File: config.mk
export PLATFORM = sky130hd
export DESIGN_NAME = stopwatch_ctrl
export DESIGN_NICKNAME = d
export VERILOG_FILES = /design/src/rtl/stopwatch_pkg.sv /design/src/rtl/stopwatch_ctrl_btn_sync_edge.sv /design/src/rtl/stopwatch_ctrl.sv
export SDC_FILE = /design/constraint.sdc
export NUM_CORES = 1
export LEC_CHECK = 0
export BUFFER_PORTS_ARGS = -buffer_cell sky130_fd_sc_hd__buf_2
export CORE_MARGIN = 2
export CORE_UTILIZATION = 50
export CTS_CLUSTER_SIZE = 12
export DETAILED_ROUTE_END_ITERATION = 10
export GPL_TIMING_DRIVEN = 0
export PLACE_DENSITY = 0.68
export SLEW_MARGIN = 10
export SYNTH_ARGS = -nofsm -noshare
export SYNTH_HDL_FRONTEND = slang
export SYNTH_SLANG_ARGS = --single-unit
File: constraint.sdc
create_clock -name clk -period 6.6 [get_ports clk]
set_clock_uncertainty 0.05 [all_clocks]
set_input_delay 1.65 -clock clk [delete_from_list [all_inputs] [get_ports clk]]
set_output_delay 1.65 -clock clk [all_outputs]
set_load 0.02 [all_outputs]
File: src/rtl/stopwatch_pkg.sv
// Shared state encodings, default clocking and width helper for the stopwatch
// run/mode controller.
package stopwatch_pkg;

   localparam int STATE_W     = 3;
   localparam int DEF_CLK_HZ  = 50000000;
   localparam int DEF_TICK_HZ = 10;

   typedef enum logic [STATE_W-1:0] {
      IDLE     = 3'd0,
      RUN_UP   = 3'd1,
      RUN_DOWN = 3'd2,
      PAUSED   = 3'd3,
      EXPIRED  = 3'd4
   } state_e;

   // Bits needed to hold 0..n-1; never narrower than one bit.
   function automatic int clog2(input int n);
      int w;
      w = 1;
      while ((1 << w) < n) begin
         w = w + 1;
      end
      return w;
   endfunction

endpackage

File: src/rtl/stopwatch_ctrl_btn_sync_edge.sv
// Button conditioner: metastability synchronizer followed by a registered
// rising-edge detector that emits a one-cycle press pulse.
module btn_sync_edge
   import stopwatch_pkg::*;
#(
   parameter int SYNC_STAGES = 2
) (
   input  logic clk,
   input  logic reset,
   input  logic btn_in,
   output logic press_pulse
);

   logic [SYNC_STAGES-1:0] sync_q;
   logic                   hist_q;
   logic                   press_q;

   // Flops preset high so a button held through reset release is not a press.
   always_ff @(posedge clk or negedge reset) begin
      if (!reset) begin
         sync_q  <= {SYNC_STAGES{1'b1}};
         hist_q  <= 1'b1;
         press_q <= 1'b0;
      end else begin
         sync_q  <= {sync_q[SYNC_STAGES-2:0], btn_in};
         hist_q  <= sync_q[SYNC_STAGES-1];
         press_q <= sync_q[SYNC_STAGES-1] & ~hist_q;
      end
   end

   assign press_pulse = press_q;

endmodule

File: src/rtl/stopwatch_ctrl.sv
// Stopwatch run/mode controller: button conditioning, tenth-second prescaler,
// run/pause/expire sequencing and expired-display flashing.
module stopwatch_ctrl
   import stopwatch_pkg::*;
#(
   parameter int CLK_HZ      = DEF_CLK_HZ,
   parameter int TICK_HZ     = DEF_TICK_HZ,
   parameter int FLASH_TICKS = 5,
   parameter int SYNC_STAGES = 2
) (
   input  logic               clk,
   input  logic               reset,
   input  logic               start,
   input  logic               stop,
   input  logic               clear,
   input  logic               countdown,
   input  logic               time_zero,
   input  logic               time_max,
   output logic               cnt_en,
   output logic               cnt_down,
   output logic               cnt_clr,
   output logic               tick_10hz,
   output logic               display_blank,
   output logic               running,
   output logic               expired,
   output logic [STATE_W-1:0] state
);

   localparam int DIV = CLK_HZ / TICK_HZ;
   localparam int PW  = clog2(DIV);
   localparam int FW  = clog2(FLASH_TICKS);
   localparam logic [PW-1:0] PRESC_LAST = PW'(DIV - 1);
   localparam logic [FW-1:0] FLASH_LAST = FW'(FLASH_TICKS - 1);

   logic          start_p, stop_p, clear_p;
   state_e        state_q, state_d;
   logic [PW-1:0] presc_q, presc_d;
   logic [FW-1:0] flash_cnt_q, flash_cnt_d;
   logic          flash_phase_q, flash_phase_d;
   logic          cnt_clr_q, cnt_clr_d;
   logic          blank_q, blank_d;
   logic          running_q, running_d;
   logic          expired_q, expired_d;

   btn_sync_edge #(.SYNC_STAGES(SYNC_STAGES)) u_start (
      .clk(clk), .reset(reset), .btn_in(start), .press_pulse(start_p));
   btn_sync_edge #(.SYNC_STAGES(SYNC_STAGES)) u_stop (
      .clk(clk), .reset(reset), .btn_in(stop), .press_pulse(stop_p));
   btn_sync_edge #(.SYNC_STAGES(SYNC_STAGES)) u_clear (
      .clk(clk), .reset(reset), .btn_in(clear), .press_pulse(clear_p));

   // Next-state, prescaler, flash and step-command logic.
   always_comb begin
      state_d       = state_q;
      cnt_clr_d     = 1'b0;
      presc_d       = presc_q;
      flash_cnt_d   = flash_cnt_q;
      flash_phase_d = flash_phase_q;
      tick_10hz     = (presc_q == PRESC_LAST) &&
                      (state_q inside {RUN_UP, RUN_DOWN, EXPIRED});
      cnt_en        = tick_10hz &&
                      (((state_q == RUN_UP) && !time_max) ||
                       ((state_q == RUN_DOWN) && !time_zero));
      cnt_down      = (state_q == RUN_DOWN);

      // Clear beats stop, which beats start; a stop pulse swallows a same-cycle start.
      if (clear_p) begin
         state_d   = IDLE;
         cnt_clr_d = 1'b1;
      end else if (stop_p) begin
         case (state_q)
            RUN_UP, RUN_DOWN: state_d = PAUSED;
            EXPIRED:          state_d = IDLE;
            default:          state_d = state_q;
         endcase
      end else begin
         case (state_q)
            IDLE, PAUSED: begin
               if (start_p && !countdown && !time_max) begin
                  state_d = RUN_UP;
               end else if (start_p && countdown && !time_zero) begin
                  state_d = RUN_DOWN;
               end else begin
                  state_d = state_q;
               end
            end
            RUN_UP:   state_d = (tick_10hz && time_max) ? PAUSED : RUN_UP;
            RUN_DOWN: state_d = time_zero ? EXPIRED : RUN_DOWN;
            EXPIRED:  state_d = EXPIRED;
            default:  state_d = IDLE;
         endcase
      end

      case (state_q)
         IDLE:                      presc_d = {PW{1'b0}};
         PAUSED:                    presc_d = presc_q;
         RUN_UP, RUN_DOWN, EXPIRED: presc_d = (presc_q == PRESC_LAST) ? {PW{1'b0}}
                                                                      : presc_q + PW'(1'b1);
         default:                   presc_d = {PW{1'b0}};
      endcase

      // Expiry always opens with a visible half-period.
      if ((state_d == EXPIRED) && (state_q != EXPIRED)) begin
         flash_cnt_d   = {FW{1'b0}};
         flash_phase_d = 1'b1;
      end else if ((state_q == EXPIRED) && tick_10hz) begin
         if (flash_cnt_q == FLASH_LAST) begin
            flash_cnt_d   = {FW{1'b0}};
            flash_phase_d = ~flash_phase_q;
         end else begin
            flash_cnt_d   = flash_cnt_q + FW'(1'b1);
            flash_phase_d = flash_phase_q;
         end
      end else if (state_q != EXPIRED) begin
         flash_cnt_d   = {FW{1'b0}};
         flash_phase_d = 1'b0;
      end else begin
         flash_cnt_d   = flash_cnt_q;
         flash_phase_d = flash_phase_q;
      end

      blank_d   = (state_d == EXPIRED) && !flash_phase_d;
      running_d = (state_d == RUN_UP) || (state_d == RUN_DOWN);
      expired_d = (state_d == EXPIRED);
   end

   // State, counters and registered outputs.
   always_ff @(posedge clk or negedge reset) begin
      if (!reset) begin
         state_q       <= IDLE;
         presc_q       <= {PW{1'b0}};
         flash_cnt_q   <= {FW{1'b0}};
         flash_phase_q <= 1'b0;
         cnt_clr_q     <= 1'b0;
         blank_q       <= 1'b0;
         running_q     <= 1'b0;
         expired_q     <= 1'b0;
      end else begin
         state_q       <= state_d;
         presc_q       <= presc_d;
         flash_cnt_q   <= flash_cnt_d;
         flash_phase_q <= flash_phase_d;
         cnt_clr_q     <= cnt_clr_d;
         blank_q       <= blank_d;
         running_q     <= running_d;
         expired_q     <= expired_d;
      end
   end

   assign state         = state_q;
   assign cnt_clr       = cnt_clr_q;
   assign display_blank = blank_q;
   assign running       = running_q;
   assign expired       = expired_q;

endmodule

==> results of run 1 <==
-- worst max-delay path, cell delays in order (launching register included) --
cell	delay, ps
dfrtp_1	420
or4b_1	530
or4_4	460
or2_0	230
buf_2	170
nor3_1	230
buf_2	210
-- how the worst min path moves through the flow --
stage               slack [ps]  depth (start not counted)                     endpoint                   startpoint
finish                     310                          0   u_stop.sync_q[1]$_DFF_PN1_   u_stop.sync_q[0]$_DFF_PN1_
global route               310                          0  u_start.sync_q[1]$_DFF_PN1_  u_start.sync_q[0]$_DFF_PN1_
floorplan                  300                          0  u_clear.sync_q[1]$_DFF_PN1_  u_clear.sync_q[0]$_DFF_PN1_
CTS                        310                          0   u_stop.sync_q[1]$_DFF_PN1_   u_stop.sync_q[0]$_DFF_PN1_
detailed placement         300                          0   u_stop.sync_q[1]$_DFF_PN1_   u_stop.sync_q[0]$_DFF_PN1_
global placement           300                          0  u_start.sync_q[1]$_DFF_PN1_  u_start.sync_q[0]$_DFF_PN1_
-- cells by family after synthesis --
logic type / Yosys count / synth area share (%)
simple gates: 108 / 25.8
compound gates: 29 / 9.14
flops: 46 / 52.4
xor+xnor: 19 / 7.50
fa+ha+maj: 3 / 1.69
buf+inv: 13 / 2.59
mux: 2 / 0.902
-- synthesized netlist by cell type (4+ instances only) --
cell / count / area, um^2
nor2_1: 27 / 101
nand2_1: 18 / 67.6
nand2b_1: 5 / 31.3
nor2b_1: 6 / 37.5
and2_1: 4 / 25.0
xor2_1: 14 / 123
dfrtp_1: 37 / 926
nand3_1: 10 / 50.1
inv_1: 6 / 22.5
nand4_1: 11 / 68.8
o21ai_0: 8 / 40.0
xnor2_1: 5 / 43.8
dfstp_2: 9 / 236
a21oi_1: 5 / 25.0
clkbuf_1: 5 / 18.8
nor3_1: 8 / 40.0
-- stage by stage --
step           cells  area (um^2)
2_1_floorplan    220         2220
3_3_place_gp     289         2370
3_5_place_dp     289         2370
4_1_cts          297         2460
5_1_grt          297         2460
6_report         297         2460
-- cell usage in the layout, fill, tap and decap left out, drive strengths merged, types with 2 or more instances in the layout --
cell type,instances
mux2i,2
nand4,11
nand3,10
nor2,27
dfstp,9
o22a,2
a21oi,6
dfrtp,37
clkbuf,11
nand2,18
nor2b,6
nand2b,5
buf,19
inv,6
or4,4
or2,2
xor2,14
and3,2
and2,4
and4,2
ha,3
o21ai,9
nor3,8
xnor2,5
-- layer usage --
metal  global-route usage [%]  wire [um]  up-vias
met1                     25.5       2030      806
met4                     5.45         45        0
li1                         -          -      816
met5                        0          0        -
met2                     26.8       1930       33
met3                     3.70        162        5
-- power breakdown --
group / leakage [nW] / total [mW] / switching [mW] / internal, mW
sequential: 0.603 / 0.315 / 0.0136 / 0.301
combinational: 0.421 / 0.153 / 0.0958 / 0.0577
clock: 0.0472 / 0.177 / 0.0925 / 0.0842
-- registers in the layout, summed over array words and instances (netlist names), 2 cells and up --
name / count
flash_cnt_q: 3
presc_q: 23
state: 3
u_clear.sync_q: 2
u_start.sync_q: 2
u_stop.sync_q: 2
-- area by class of cell --
| class | instances | area [um^2] | share of cell area (%) |
|---|---|---|---|
| Clock inverter | 2 | 12.5 | 0.508 |
| Multi-Input combinational cell | 161 | 998 | 40.5 |
| Timing Repair Buffer | 17 | 85.1 | 3.45 |
| Clock buffer | 6 | 82.6 | 3.35 |
| Inverter | 6 | 22.5 | 0.914 |
| Tap cell | 52 | 65.1 | 2.64 |
| Buffer | 7 | 35.0 | 1.42 |
| Sequential cell | 46 | 1160 | 47.2 |
==> results.json, run 1 <==
{
  "place_ws_ps": 2370,
  "critPathLaunch": "presc_q[17]$_DFFE_PN0P_",
  "wl_per_cell_um": 14.0,
  "start_util_pct": 51.3,
  "drt_iter0_drc": 71,
  "place_congestion": 0.847,
  "rsz0062_at_grt": "false",
  "core_um2": 4320,
  "max_cap_violations": 0,
  "synth_ff_type": "dfrtp_1",
  "grt_max_degree": 47,
  "synth_edf_count": 0,
  "finalSetupViolCount": 0,
  "vias": 1660,
  "setup_ws_ps": 2360,
  "drt-pass1-iter-count": 4,
  "max-vdd-ir-drop_v": 0.000110,
  "syn_area_per_cell_um2": 10.1,
  "max_freq_mhz": 236,
  "maxSlewHeadroom_pct": 33.5,
  "synth_warnings": 0,
  "cts_hold_buf": 0,
  "cts_tree": "yes",
  "drive_above_1_share_pct": 17.1,
  "syn_nets": 231,
  "hold_slack_ps": 308,
  "clock_latency_ps": 290,
  "final_max_slew_viol_count": 0,
  "tns_ps": 0,
  "synthCells": 220,
  "detail-route-antenna-nets": 0,
  "criticalPathCategory": "reg -> out",
  "root_buffer": "clkbuf_8",
  "ys_seq_elements": 46,
  "async_flop_share_pct": 100,
  "cts_resized": 0,
  "fin_nets": 255,
  "endpoint": "cnt_en",
  "seq_area_frac_synth_pct": 52.4,
  "fin_crit_ps": 4240,
  "diodes": 0,
  "clkSinkCount": 46,
  "drcViolationCount": 0,
  "detailed_place_hpwl_mm": 2.93,
  "ios": 18,
  "clockBufferDepth": 2,
  "rows": 24,
  "ys_types": 50,
  "n_fill_cell": 408,
  "cts_buffers": 5,
  "power_density_nw_per_um2": 262,
  "end_kind": "output port",
  "grt_usage_pct": 17.6,
  "numPortBuffers": 17,
  "die_w_um": 70.6,
  "power_leakage_nw": 1.07,
  "outcome": "complete, no violations",
  "wl_mm": 4.17,
  "reg2reg_from": "presc_q[17]$_DFFE_PN0P_",
  "grt_overflow_total": 0,
  "critPathMaxFanout": 6,
  "post-route-period-util_pct": 64.2,
  "clkTransAtPathRegs_ps": 90,
  "grt_pass1_vias": 1527,
  "die-area_um2": 4990,
  "total_power_mw": 0.645,
  "rrSetupSlack_ps": 4110,
  "grt_pass1_wl_mm": 6.98,
  "r2r_cells": 7,
  "crit_path_start_kind": "register",
  "vias_per_cell": 5.59,
  "fp.dieH_um": 70.6,
  "cp.arrival_ps": 2540,
  "required_ps": 4900,
  "syn-cell-area_um2": 2220,
  "fin_util_pct": 57.0,
  "area_growth_syn_to_layout_pct": 11.1,
  "finalHoldViolations": 0,
  "r2r-end": "presc_q[11]$_DFFE_PN0P_",
  "htreeDepth": 2,
  "antenna_found_initial": 0,
  "holdCritPathClass": "reg -> reg",
  "tightest_slew_ps": 998,
  "cts_setup_buffers": 0
}
(Power assumes the default switching activity.)
==> inputs of run 2 (changes only) <==
Settings changed: ABC_AREA from default to 1, PLACE_DENSITY 0.68 to 0.71.
Clock period 6.6 ns to 3.7 ns, I/O delays scaled along.
==> results.json, run 2 <==
{
  "outcome": "complete, no violations",
  "clockBufferDepth": 2,
  "antenna_found_initial": 0,
  "ios": 18,
  "tns_ps": 0,
  "placed_area_um2": 2740,
  "drive_above_1_share_pct": 22.0,
  "detailed_place_hpwl_mm": 4.04,
  "holdCritPathClass": "reg -> reg",
  "setup_ws_ps": 833,
  "fin_util_pct": 56.3,
  "criticalPathCategory": "reg -> out",
  "cts_hold_buf": 0,
  "synthCells": 312,
  "rrSetupSlack_ps": 1960,
  "grt_usage_pct": 20.6,
  "rsz0062_at_grt": "false",
  "cts_buffers": 5,
  "cp.arrival_ps": 1890,
  "detail-route-antenna-nets": 0,
  "tightest_slew_ps": 1000,
  "die_w_um": 75.7,
  "fin_nets": 347,
  "drt-pass1-iter-count": 4,
  "fin_crit_ps": 2870,
  "place_congestion": 0.954,
  "numPortBuffers": 17,
  "clkTransAtPathRegs_ps": 80,
  "end_kind": "output port",
  "largest_reg_flops": 23,
  "grt_pass1_vias": 1947,
  "maxSlewHeadroom_pct": 33.2,
  "cts_setup_buffers": 0,
  "start_util_pct": 51.0,
  "area_growth_syn_to_layout_pct": 10.3,
  "power_leakage_nw": 1.25,
  "max_freq_mhz": 349,
  "synth_top_area_cell": "dfrtp_1",
  "layout_common_cells": "nand2_1 (59), inv_1 (45), nor2_1 (38)",
  "async_flop_share_pct": 100,
  "dp_cells": 399,
  "wl_mm": 5.38,
  "root_buffer": "clkbuf_8",
  "max_cap_violations": 0,
  "place_ws_ps": 1090,
  "synthTopCellsByArea": "dfrtp_1 (36%), dfstp_2 (9.2%), nand2_1 (8.6%), inv_1 (6.6%), nor2_1 (5.5%)",
  "wl_per_cell_um": 13.2,
  "cts_resized": 0,
  "syn-cell-area_um2": 2570,
  "yosys-top-cells-count": "nand2_1 (59), inv_1 (45), nor2_1 (38)",
  "vias_per_cell": 5.15,
  "synth_ff_type": "dfrtp_1",
  "grt_max_degree": 47,
  "drt_iter0_drc": 123,
  "final_area_um2": 2840,
  "total_power_mw": 1.26,
  "fp.dieH_um": 75.7,
  "max-vdd-ir-drop_v": 0.000284,
  "core_um2": 5040,
  "final_cells": 407,
  "synth_warnings": 0,
  "regMostFlops": "presc_q",
  "synth.most_common_cell": "nand2_1",
  "ys_types": 38,
  "die-area_um2": 5730,
  "htreeDepth": 2,
  "clkSinkCount": 46,
  "cts_tree": "yes",
  "final_common_cell": "nand2_1",
  "diodes": 0,
  "vias": 2096,
  "seq_area_frac_synth_pct": 45.2,
  "ys_seq_elements": 46,
  "rows": 26,
  "grt_pass1_wl_mm": 8.80,
  "final_max_slew_viol_count": 0,
  "syn_nets": 323,
  "drcViolationCount": 0,
  "finalSetupViolCount": 0,
  "synth_edf_count": 0,
  "clock_latency_ps": 310,
  "post-route-period-util_pct": 77.5,
  "crit_path_start_kind": "register",
  "syn_area_per_cell_um2": 8.24,
  "synth_top_cell_area_share_pct": 36.0,
  "hold_slack_ps": 310,
  "finalHoldViolations": 0,
  "grt_overflow_total": 0,
  "power_density_nw_per_um2": 443,
  "required_ps": 2720,
  "critPathMaxFanout": 8
}
run 2: cell count changes after synthesis, moves of 7 or more:
cell	previous run	this run
nand2_1	18	59
nor2_1	27	38
nor2_2	0	8
inv_1	6	45
nand3_1	10	25
xor2_1	14	7
run 2: critical path, cell delays in order, from the launching register on:
cell and delay (ps):
dfrtp_1 380, ha_1 200, nand3_2 180, nor2_2 240, nand3_4 170, nor3b_1 220
buf_2 190
run 2: logic make-up after synthesis:
logic type	synth area share [%]
compound gates	7.06
xor+xnor	3.07
fa+ha+maj	1.46
buf+inv	8.08
flops	45.2
simple gates	35.1
run 2: routing by layer:
metal	GRT usage, %	routed length (um)	vias to the layer above
met2	31.4	2470	49
met5	0	0	-
met1	29.2	2550	992
li1	-	-	1044
met3	4.50	269	11
met4	6.82	92	0
run 2: power breakdown:
part / internal (mW) / switching (mW)
logic: 0.112 / 0.249
registers: 0.542 / 0.0335
clock network: 0.135 / 0.184
total: 0.790 / 0.466
run 2: path summary, 6_finish.rpt:
path                                        startpoint                     endpoint  depth (start not counted)
setup / recovery                presc_q[1]$_DFFE_PN0P_                       cnt_en                          6
hold / removal             u_start.sync_q[0]$_DFF_PN1_  u_start.sync_q[1]$_DFF_PN1_                          0
setup reg to reg                presc_q[1]$_DFFE_PN0P_      presc_q[22]$_DFFE_PN0P_                          8
hold reg to reg            u_start.sync_q[0]$_DFF_PN1_  u_start.sync_q[1]$_DFF_PN1_                          0
max in group asynchronous                        reset      presc_q[19]$_DFFE_PN0P_                          1
min in group asynchronous                        reset       presc_q[5]$_DFFE_PN0P_                          1
run 2: area by class of cell:
type,instances,area [um^2]
Fill cell,473,2210
Inverter,52,203
Tap cell,70,87.6
Buffer,1,5.00
Multi-Input combinational cell,213,1200
Clock inverter,3,23.8
Sequential cell,46,1160
Timing Repair Buffer,17,85.1
Clock buffer,5,68.8
==> inputs of run 3 (changes only) <==
Settings changed: PLACE_DENSITY 0.71 to 0.68.
Clock period 3.7 ns to 2.88 ns, I/O delays scaled along.
==> results.json, run 3 (synthesized netlist as in run 2, its figures left out) <==
{
  "seq_area_um2": 1160,
  "ios": 18,
  "place_ws_ps": 540,
  "final_area_um2": 2840,
  "dp_cells": 399,
  "power_density_nw_per_um2": 567,
  "placed_area_um2": 2740,
  "setup_ws_ps": 216,
  "rows": 26,
  "wl_mm": 5.24,
  "fp.dieH_um": 75.7,
  "post-route-period-util_pct": 92.5,
  "detail-route-antenna-nets": 0,
  "layout_common_cells": "nand2_1 (59), inv_1 (45), nor2_1 (38)",
  "final_common_cell": "nand2_1",
  "hold_path_depth": 0,
  "p_clk_share_pct": 25.5,
  "drive_above_1_share_pct": 22.0,
  "htreeDepth": 2,
  "diodes": 0,
  "holdCritPathClass": "reg -> reg",
  "power_leakage_nw": 1.26,
  "finalHoldViolations": 0,
  "r2r_cells": 9,
  "vias_per_cell": 5.12,
  "fin_crit_ps": 2660,
  "hold_slack_ps": 310,
  "wl_per_cell_um": 12.9,
  "vias": 2084,
  "cp.arrival_ps": 1890,
  "grt_max_degree": 47,
  "area_growth_syn_to_layout_pct": 10.4,
  "total_power_mw": 1.61,
  "p_seq_share_pct": 45.9,
  "grt_pass1_vias": 1907,
  "drt-pass1-iter-count": 4,
  "n_fill_cell": 463,
  "grt_pass1_wl_mm": 8.82,
  "cts_buffers": 5,
  "end_kind": "output port",
  "max-vdd-ir-drop_v": 0.000284,
  "tightest_slew_ps": 997,
  "clockBufferDepth": 2,
  "swShare_pct": 36.9,
  "grt_overflow_total": 0,
  "clkTransAtPathRegs_ps": 80,
  "critPathMaxFanout": 8,
  "maxSlewHeadroom_pct": 33.5,
  "numPortBuffers": 17,
  "drt_iter0_drc": 123,
  "required_ps": 2110,
  "tns_ps": 0,
  "crit_path_start_kind": "register",
  "start_util_pct": 51.0,
  "final_max_slew_viol_count": 0,
  "p_int_mw": 1.02,
  "die-area_um2": 5730,
  "max_freq_mhz": 375,
  "clock_latency_ps": 300,
  "fin_util_pct": 56.3,
  "multi_input_area_um2": 1200,
  "cts_hold_buf": 0,
  "outcome": "complete, no violations",
  "place_congestion": 0.942,
  "drcViolationCount": 0,
  "grt_usage_pct": 20.5,
  "detailed_place_hpwl_mm": 3.89,
  "final_cells": 407,
  "cts_tree": "yes",
  "cts_setup_buffers": 0,
  "switchingPower_mw": 0.594,
  "fin_nets": 347,
  "largest_reg_flops": 23,
  "rsz0062_at_grt": "false",
  "antenna_found_initial": 0,
  "max_cap_violations": 0,
  "criticalPathCategory": "reg -> out",
  "pwr-share-comb_pct": 28.5,
  "root_buffer": "clkbuf_8",
  "regMostFlops": "presc_q",
  "cts_resized": 0,
  "core_um2": 5040,
  "finalSetupViolCount": 0,
  "die_w_um": 75.7,
  "clkSinkCount": 46
}
## run 3: worst max-delay path: stages (launching register included)
cell and delay [ps]:
dfrtp_1 380, ha_1 200, nand3_2 180, nor2_2 220, nand3_4 170, nor3b_1 250, buf_2 200
## run 3: cell type report
cell class              instances  area share [%]
plain buffers                   1           0.176
well taps                      70            3.09
multi-input cells             213            42.3
clock inverters                 3           0.882
flip-flops and latches         46            41.0
clock buffers                   5            2.43
inverters                      52            7.14
repair buffers                 17            3.00
## run 3: layer usage
layer | wire [um] | share of wire (%) | GRT usage, %
met1 | 2540 | 48 | 29.1
met2 | 2440 | 47 | 32.0
met3 | 199 | 3.8 | 4.37
met4 | 60 | 1.1 | 5.26
met5 | 0 | 0 | 0
## run 3: power groups by stage
stage          Clock (mW)  Combinational, mW  Sequential (mW)
2_1_floorplan           0              0.323            0.771
3_3_place_gp            0              0.457            0.749
3_5_place_dp            0              0.461            0.751
4_1_cts             0.428              0.463            0.739
5_1_grt             0.456              0.520            0.748
6_report            0.411              0.459            0.739
## run 3: path summary, 6_finish.rpt
kind	from	slack [ps]	to
max in group asynchronous	reset	1640	presc_q[1]$_DFFE_PN0P_
max	presc_q[1]$_DFFE_PN0P_	220	cnt_en
min	u_clear.sync_q[0]$_DFF_PN1_	310	u_clear.sync_q[1]$_DFF_PN1_
min reg2reg	u_clear.sync_q[0]$_DFF_PN1_	310	u_clear.sync_q[1]$_DFF_PN1_
max reg2reg	presc_q[2]$_DFFE_PN0P_	1140	presc_q[17]$_DFFE_PN0P_
min in group asynchronous	reset	520	display_blank$_DFF_PN0_
